==> src/rtl/rf_arb_pkg.sv <==
// Shared constants and types for the register-file write arbiter.
//   DATA_W / ADDR_W : register data and address widths
//   DEPTH           : MC result FIFO entries (power of 2, >= 2)
//   STARVE_MAX      : consecutive lost cycles before the FIFO head is forced in
//   rf_wr_t         : one register write {addr, data}
//   src_e           : which requester owns the write port this cycle
package rf_arb_pkg;

  localparam int unsigned DATA_W     = 32;
  localparam int unsigned ADDR_W     = 5;
  localparam int unsigned DEPTH      = 4;
  localparam int unsigned STARVE_MAX = 3;

  localparam int unsigned PTR_W    = $clog2(DEPTH);
  localparam int unsigned CNT_W    = $clog2(DEPTH) + 1;
  localparam int unsigned STARVE_W = $clog2(STARVE_MAX + 1);

  typedef struct packed {
    logic [ADDR_W-1:0] addr;
    logic [DATA_W-1:0] data;
  } rf_wr_t;

  typedef enum logic [1:0] {
    SRC_NONE = 2'd0,
    SRC_WB   = 2'd1,
    SRC_MC   = 2'd2
  } src_e;

endpackage

==> src/rtl/rf_write_arbiter_if.sv <==
// Bundle of WB, MC, hazard-lookup and register-file write signals.
//   master : pipeline side (drives requests and read addresses)
//   slave  : arbiter side (drives stall, ready, pending hits, rf write)
interface rf_write_arbiter_if;
  import rf_arb_pkg::*;

  logic              wb_we;
  logic [ADDR_W-1:0] wb_addr;
  logic [DATA_W-1:0] wb_data;
  logic              wb_stall;
  logic              mc_valid;
  logic              mc_ready;
  logic [ADDR_W-1:0] mc_addr;
  logic [DATA_W-1:0] mc_data;
  logic [ADDR_W-1:0] rd_addr1;
  logic [ADDR_W-1:0] rd_addr2;
  logic              pend_hit1;
  logic              pend_hit2;
  logic              rf_we;
  logic [ADDR_W-1:0] rf_addr;
  logic [DATA_W-1:0] rf_wdata;

  modport master (
    output wb_we, wb_addr, wb_data, mc_valid, mc_addr, mc_data, rd_addr1, rd_addr2,
    input  wb_stall, mc_ready, pend_hit1, pend_hit2, rf_we, rf_addr, rf_wdata
  );

  modport slave (
    input  wb_we, wb_addr, wb_data, mc_valid, mc_addr, mc_data, rd_addr1, rd_addr2,
    output wb_stall, mc_ready, pend_hit1, pend_hit2, rf_we, rf_addr, rf_wdata
  );

endinterface

==> src/rtl/rf_wr_fifo.sv <==
// Small circular FIFO of pending MC register writes.
//   clk, reset   : clock, synchronous active-low reset (empties the FIFO)
//   push_i/wr_i  : enqueue wr_i (ignored when full, even if popping)
//   pop_i        : dequeue head (ignored when empty)
//   head_o       : oldest entry
//   full_o       : no free entry
//   count_o      : number of valid entries
//   entry_addr_o : address field of every slot
//   entry_vld_o  : per-slot valid bit
module rf_wr_fifo
  import rf_arb_pkg::*;
(
  input  logic                          clk,
  input  logic                          reset,
  input  logic                          push_i,
  input  rf_wr_t                        wr_i,
  input  logic                          pop_i,
  output rf_wr_t                        head_o,
  output logic                          full_o,
  output logic [CNT_W-1:0]              count_o,
  output logic [DEPTH-1:0][ADDR_W-1:0]  entry_addr_o,
  output logic [DEPTH-1:0]              entry_vld_o
);

  rf_wr_t           mem_q [DEPTH];
  logic [PTR_W-1:0] wr_ptr_q, wr_ptr_d;
  logic [PTR_W-1:0] rd_ptr_q, rd_ptr_d;
  logic [CNT_W-1:0] count_q, count_d;
  logic [DEPTH-1:0] vld_q, vld_d;
  logic             push_ok;
  logic             pop_ok;

  // Full blocks a push regardless of a same-cycle pop (no pass-through).
  always_comb begin
    push_ok  = push_i && (count_q != CNT_W'(DEPTH));
    pop_ok   = pop_i && (count_q != '0);
    wr_ptr_d = wr_ptr_q;
    rd_ptr_d = rd_ptr_q;
    vld_d    = vld_q;
    if (pop_ok) begin
      vld_d[rd_ptr_q] = 1'b0;
      rd_ptr_d        = rd_ptr_q + PTR_W'(1);
    end
    if (push_ok) begin
      vld_d[wr_ptr_q] = 1'b1;
      wr_ptr_d        = wr_ptr_q + PTR_W'(1);
    end
    count_d = count_q + CNT_W'(push_ok) - CNT_W'(pop_ok);
  end

  // Control state.
  always_ff @(posedge clk) begin
    if (!reset) begin
      wr_ptr_q <= '0;
      rd_ptr_q <= '0;
      count_q  <= '0;
      vld_q    <= '0;
    end else begin
      wr_ptr_q <= wr_ptr_d;
      rd_ptr_q <= rd_ptr_d;
      count_q  <= count_d;
      vld_q    <= vld_d;
    end
  end

  // Payload storage; contents are qualified by vld_q so no reset is needed.
  always_ff @(posedge clk) begin
    if (push_ok) mem_q[wr_ptr_q] <= wr_i;
  end

  always_comb begin
    head_o      = mem_q[rd_ptr_q];
    full_o      = (count_q == CNT_W'(DEPTH));
    count_o     = count_q;
    entry_vld_o = vld_q;
    for (int unsigned i = 0; i < DEPTH; i++) entry_addr_o[i] = mem_q[i].addr;
  end

endmodule

==> src/rtl/rf_write_arbiter.sv <==
// Shares the register-file write port between WB and a multi-cycle unit.
//   clk   : rising-edge clock
//   reset : synchronous active-low reset; discards all queued MC results
//   bus   : slave side of rf_write_arbiter_if (WB request/stall, MC valid/ready,
//           hazard lookup addresses and pending hits, rf write port)
module rf_write_arbiter
  import rf_arb_pkg::*;
(
  input  logic                clk,
  input  logic                reset,
  rf_write_arbiter_if.slave   bus
);

  rf_wr_t                       head;
  logic                         fifo_full;
  logic [CNT_W-1:0]             fifo_count;
  logic [DEPTH-1:0][ADDR_W-1:0] entry_addr;
  logic [DEPTH-1:0]             entry_vld;
  logic                         push;
  logic                         head_present;
  logic                         collide;
  logic                         starved;
  src_e                         win_src;
  rf_wr_t                       win_wr;
  logic [STARVE_W-1:0]          starve_q, starve_d;

  rf_wr_fifo u_fifo (
    .clk          (clk),
    .reset        (reset),
    .push_i       (push),
    .wr_i         ('{addr: bus.mc_addr, data: bus.mc_data}),
    .pop_i        (win_src == SRC_MC),
    .head_o       (head),
    .full_o       (fifo_full),
    .count_o      (fifo_count),
    .entry_addr_o (entry_addr),
    .entry_vld_o  (entry_vld)
  );

  // Winner selection; an address match with the head lets the older MC value land first.
  always_comb begin
    head_present = reset && (fifo_count != '0);
    collide      = bus.wb_we && (bus.wb_addr == head.addr) && (head.addr != '0);
    starved      = (starve_q == STARVE_W'(STARVE_MAX));
    win_src      = SRC_NONE;
    if (head_present && (!bus.wb_we || starved || collide)) win_src = SRC_MC;
    else if (reset && bus.wb_we)                            win_src = SRC_WB;
  end

  // Write port, handshakes and stall. Address 0 is consumed without a write.
  always_comb begin
    win_wr = '0;
    case (win_src)
      SRC_MC:  win_wr = head;
      SRC_WB:  win_wr = '{addr: bus.wb_addr, data: bus.wb_data};
      default: win_wr = '0;
    endcase
    bus.rf_we    = (win_src != SRC_NONE) && (win_wr.addr != '0);
    bus.rf_addr  = win_wr.addr;
    bus.rf_wdata = win_wr.data;
    bus.wb_stall = reset && bus.wb_we && (win_src == SRC_MC);
    bus.mc_ready = reset && !fifo_full;
    push         = bus.mc_valid && bus.mc_ready;
  end

  // Pending-write lookup over every valid entry, including one popping this cycle.
  always_comb begin
    bus.pend_hit1 = 1'b0;
    bus.pend_hit2 = 1'b0;
    for (int unsigned i = 0; i < DEPTH; i++) begin
      if (entry_vld[i] && (entry_addr[i] == bus.rd_addr1)) bus.pend_hit1 = 1'b1;
      if (entry_vld[i] && (entry_addr[i] == bus.rd_addr2)) bus.pend_hit2 = 1'b1;
    end
    bus.pend_hit1 = bus.pend_hit1 && reset && (bus.rd_addr1 != '0);
    bus.pend_hit2 = bus.pend_hit2 && reset && (bus.rd_addr2 != '0);
  end

  // Starve counter: counts cycles the present head loses to WB, saturating.
  always_comb begin
    starve_d = starve_q;
    if (!head_present || (win_src == SRC_MC)) starve_d = '0;
    else if (!starved)                        starve_d = starve_q + STARVE_W'(1);
  end

  always_ff @(posedge clk) begin
    if (!reset) starve_q <= '0;
    else        starve_q <= starve_d;
  end

endmodule

==> src/flat_wrapper.sv <==
// flat-port wrapper written by rule: the top's interface ports become plain ports
module rf_write_arbiter_flat import rf_arb_pkg::*;
  (clk, reset, bus_wb_we, bus_wb_addr, bus_wb_data, bus_mc_valid, bus_mc_addr, bus_mc_data, bus_rd_addr1, bus_rd_addr2, bus_wb_stall, bus_mc_ready, bus_pend_hit1, bus_pend_hit2, bus_rf_we, bus_rf_addr, bus_rf_wdata);
  rf_write_arbiter_if bus_i ();
  input  logic clk;
  input  logic reset;
  input wire logic [$bits(bus_i.wb_we)-1:0] bus_wb_we;
  input wire logic [$bits(bus_i.wb_addr)-1:0] bus_wb_addr;
  input wire logic [$bits(bus_i.wb_data)-1:0] bus_wb_data;
  input wire logic [$bits(bus_i.mc_valid)-1:0] bus_mc_valid;
  input wire logic [$bits(bus_i.mc_addr)-1:0] bus_mc_addr;
  input wire logic [$bits(bus_i.mc_data)-1:0] bus_mc_data;
  input wire logic [$bits(bus_i.rd_addr1)-1:0] bus_rd_addr1;
  input wire logic [$bits(bus_i.rd_addr2)-1:0] bus_rd_addr2;
  output wire logic [$bits(bus_i.wb_stall)-1:0] bus_wb_stall;
  output wire logic [$bits(bus_i.mc_ready)-1:0] bus_mc_ready;
  output wire logic [$bits(bus_i.pend_hit1)-1:0] bus_pend_hit1;
  output wire logic [$bits(bus_i.pend_hit2)-1:0] bus_pend_hit2;
  output wire logic [$bits(bus_i.rf_we)-1:0] bus_rf_we;
  output wire logic [$bits(bus_i.rf_addr)-1:0] bus_rf_addr;
  output wire logic [$bits(bus_i.rf_wdata)-1:0] bus_rf_wdata;
  assign bus_i.wb_we = bus_wb_we;
  assign bus_i.wb_addr = bus_wb_addr;
  assign bus_i.wb_data = bus_wb_data;
  assign bus_i.mc_valid = bus_mc_valid;
  assign bus_i.mc_addr = bus_mc_addr;
  assign bus_i.mc_data = bus_mc_data;
  assign bus_i.rd_addr1 = bus_rd_addr1;
  assign bus_i.rd_addr2 = bus_rd_addr2;
  assign bus_wb_stall = bus_i.wb_stall;
  assign bus_mc_ready = bus_i.mc_ready;
  assign bus_pend_hit1 = bus_i.pend_hit1;
  assign bus_pend_hit2 = bus_i.pend_hit2;
  assign bus_rf_we = bus_i.rf_we;
  assign bus_rf_addr = bus_i.rf_addr;
  assign bus_rf_wdata = bus_i.rf_wdata;
  rf_write_arbiter u_core (.clk(clk), .reset(reset), .bus(bus_i));
endmodule
==> config.mk <==
export PLATFORM = sky130hd
export DESIGN_NAME = rf_write_arbiter_flat
export DESIGN_NICKNAME = d
export VERILOG_FILES = /design/src/rtl/rf_arb_pkg.sv /design/src/rtl/rf_write_arbiter_if.sv /design/src/rtl/rf_wr_fifo.sv /design/src/rtl/rf_write_arbiter.sv /design/src/flat_wrapper.sv
export SDC_FILE = /design/constraint.sdc
export NUM_CORES = 1
export LEC_CHECK = 0
export BUFFER_PORTS_ARGS = -buffer_cell sky130_fd_sc_hd__buf_4
export CAP_MARGIN = 40
export CORE_MARGIN = 2
export CORE_UTILIZATION = 60
export CTS_CLUSTER_DIAMETER = 150
export DETAILED_ROUTE_END_ITERATION = 8
export PLACE_DENSITY = 0.85
export SETUP_SLACK_MARGIN = 0.4
export SLEW_MARGIN = 10
export SYNTH_ARGS = -nofsm -noshare
export SYNTH_HDL_FRONTEND = slang
export SYNTH_SLANG_ARGS = --single-unit
==> constraint.sdc <==
create_clock -name clk -period 5 [get_ports clk]
set_input_delay 1 -clock clk [delete_from_list [all_inputs] [get_ports clk]]
set_output_delay 1 -clock clk [all_outputs]
set_load 0.005 [all_outputs]
==> metrics.txt <==
status=finished clean; Slew Limit Fails=0; H-tree depth=4; Worst Setup End Kind=output port; FF+latch count, synth=163; Core Region=11900 um^2; Critical Path AT=3340 ps; gr usage total=0.259; number of remaining DRC errors=0; final period utilization=0.868; Synth Warn #=0; CP Max Fanout=71; largest family of logic cells by synthesized area=multiplexers; GPL Wtd Cong=0.888; Max transition margin=0.409; die width=114 um; static leakage=3.22 nW; first-pass iteration count of the detailed router=5; Bufs on Longest Clock Path=2; ANT nets after route=0; post-CTS resize count=0; R2R Setup Slk=1290 ps; clock skew=7.79 ps; antenna cells=0; die height=114 um; total grt overflow=0; Main synth FF type=edfxtp_1; Placed Instance Area=8430 um^2; area share of fa/ha/maj cells after synthesis=0.0216; Post-CTS Hold Buffers=0; Setup WS pre-CTS=1040 ps; total number of vias=4617; Compound-Gate Fraction of Synth Area=0.0533; Netlist Area Pre-Place=7280 um^2; Reg2Reg Depth=12; Clock Sinks=163; die area=13000 um^2; first-pass GRT wire length=25100 um; post-CTS setup buffer count=0; Syn-to-layout area delta=23.2%; post-synthesis sequential area ratio=0.651; CTS clk-pin slew, worst paths=60 ps; Max Cap Viol=0; xor and xnor area share after synthesis=0.0565; Setup WS post-layout=662 ps; vias in the first global route=4852; power per cell area=408 nW/um^2; crit path launch type=flop; Final setup violation count=0; initial core utilization=0.611; Synth Instances=496; Final Hold Fails=0; RSZ-0062 raised after global routing=false; crit path kind=flop to output port; final period demand of the worst path=4340 ps; RR Endpoint=u_core.u_fifo.count_o[2]; # nets final=720; number of flops mapped to enable cells by yosys=148; largest net degree at the start of global routing=72; FMAX=231 MHz; CTS buffer count=17; CTS tree=yes; drt wl/cell=20.9 um; initial antenna violation count=0; Synth Area in Simple Gates=0.0768; setup TNS=0 ps; drt via density=5.92; io pins=130; slew of the pin with the lowest slew margin=878 ps; FFs w/ async S/R, synth=0; Synth cell types=39; Worst VDD drop=0.324 mV; num rows=40; design area=8970 um^2; Syn Nets=596; Synth Area per Inst=14.7 um^2; worst hold path endpoint=u_core.starve_q[0]; Port Buffer Count=129; hold path startpoint=u_core.starve_q[0]; post-DP HPWL=10900 um; root buffer cell=clkbuf_16; worst hold path depth=1; HP Class=flop to flop; fraction of layout cells with a size suffix above 1=0.333; Worst EP required=4000 ps; clk_lat worst skew=410 ps; post-synthesis mux area share=0.114; routed wire length=16300 um; number of DRC markers in iteration 0=350
[where the power goes]
part / total, mW / internal, mW / switching [mW] / leakage (nW)
registers: 1.63 / 1.57 / 0.0551 / 1.47
clock network: 1.18 / 0.680 / 0.501 / 0.254
logic: 0.852 / 0.431 / 0.420 / 1.50
[per-stage QoR]
stage          hold slack, ps  total power, mW  std cells   util
6_report                  431             3.66        780  0.753
5_1_grt                   486             3.81        780  0.753
4_1_cts                   433             3.69        780  0.753
3_5_place_dp              424             2.51        748  0.708
3_3_place_gp              415             2.46        744  0.701
2_1_floorplan             408             2.19        496      -
[worst max-delay path by stage]
stage | endpoint | cells past startpoint
2_1_floorplan | u_core.u_fifo.count_o[2] | 13
3_3_place_gp | bus_rf_we | 8
3_5_place_dp | bus_rf_we | 8
4_1_cts | bus_rf_we | 8
5_1_grt | bus_rf_we | 8
6_report | bus_rf_we | 8
[routing by layer]
| metal | global-route usage | part of all wire | vias up |
|---|---|---|---|
| met2 | 0.448 | 0.52 | 209 |
| met4 | 0.0870 | 0.018 | 0 |
| li1 | - | - | 2101 |
| met5 | 0 | 0 | - |
| met1 | 0.326 | 0.39 | 2282 |
| met3 | 0.0603 | 0.068 | 25 |
[flip-flops by register name, summed over array words and instances, names as in the netlist, named ones only]
register and count:
u_core.u_fifo.mem_q 148, u_core.u_fifo.wr_ptr_q 2, u_core.u_fifo.count_o 3, u_core.u_fifo.entry_vld_o 4, u_core.starve_q 2, u_core.u_fifo.rd_ptr_q 2
[worst max-delay path: stages (launching register included)]
cell and delay [ps]:
dfxtp_2 460, mux4_2 590, xnor2_1 180, nand4_1 300, o31ai_4 490, buf_12 340, a2bb2oi_1 260, nand4_1 100
buf_4 160
[synth_stat cells (4+ instances only)]
| library cell | n | area (um^2) |
|---|---|---|
| o21ai_1 | 38 | 190 |
| clkbuf_1 | 26 | 97.6 |
| inv_1 | 12 | 45.0 |
| nor2_1 | 6 | 22.5 |
| dfxtp_1 | 15 | 300 |
| a31oi_1 | 8 | 50.1 |
| nor4_1 | 10 | 62.6 |
| and2_1 | 7 | 43.8 |
| xor2_1 | 32 | 280 |
| nand3_1 | 5 | 25.0 |
| edfxtp_1 | 148 | 4440 |
| mux4_2 | 37 | 833 |
| ha_1 | 11 | 138 |
| nand2_1 | 85 | 319 |
| xnor2_1 | 15 | 131 |
| buf_2 | 4 | 20.0 |
| o21ai_0 | 9 | 45.0 |
[cell type report]
cell class	instances	area [um^2]
tap	147	184
sequential	163	4750
fill	695	2940
inverter	13	48.8
clock buffer	18	429
multi-input combinational	287	2350
clock inverter	14	115
timing repair buffer	138	1100
[cell usage in the layout, fill, tap and decap left out, types with 2 or more instances in the layout]
master	count
clkinv_4	4
inv_1	8
dfxtp_2	2
xor2_1	32
edfxtp_1	148
inv_2	5
and3_1	2
nor2_1	6
nor4_1	10
o31ai_1	2
buf_12	5
dfxtp_1	13
and2_1	7
nand2_1	85
buf_4	133
a31oi_1	8
ha_1	11
nand3_1	5
mux4_2	37
nor4b_1	2
clkinvlp_4	3
clkbuf_16	17
clkinv_1	5
o21ai_1	38
nand4_1	2
a21oi_1	2
o21ai_0	9
or4_1	2
xnor2_1	15
[logic make-up after synthesis]
family | Yosys count
DFF | 163
and+or+nand+nor | 125
AOI/OAI and AO/OA | 66
xor gates and xnor gates | 47
buffers and inverters | 46
muxes | 37
adders and majority gates | 12
(Power assumes the default switching activity.)
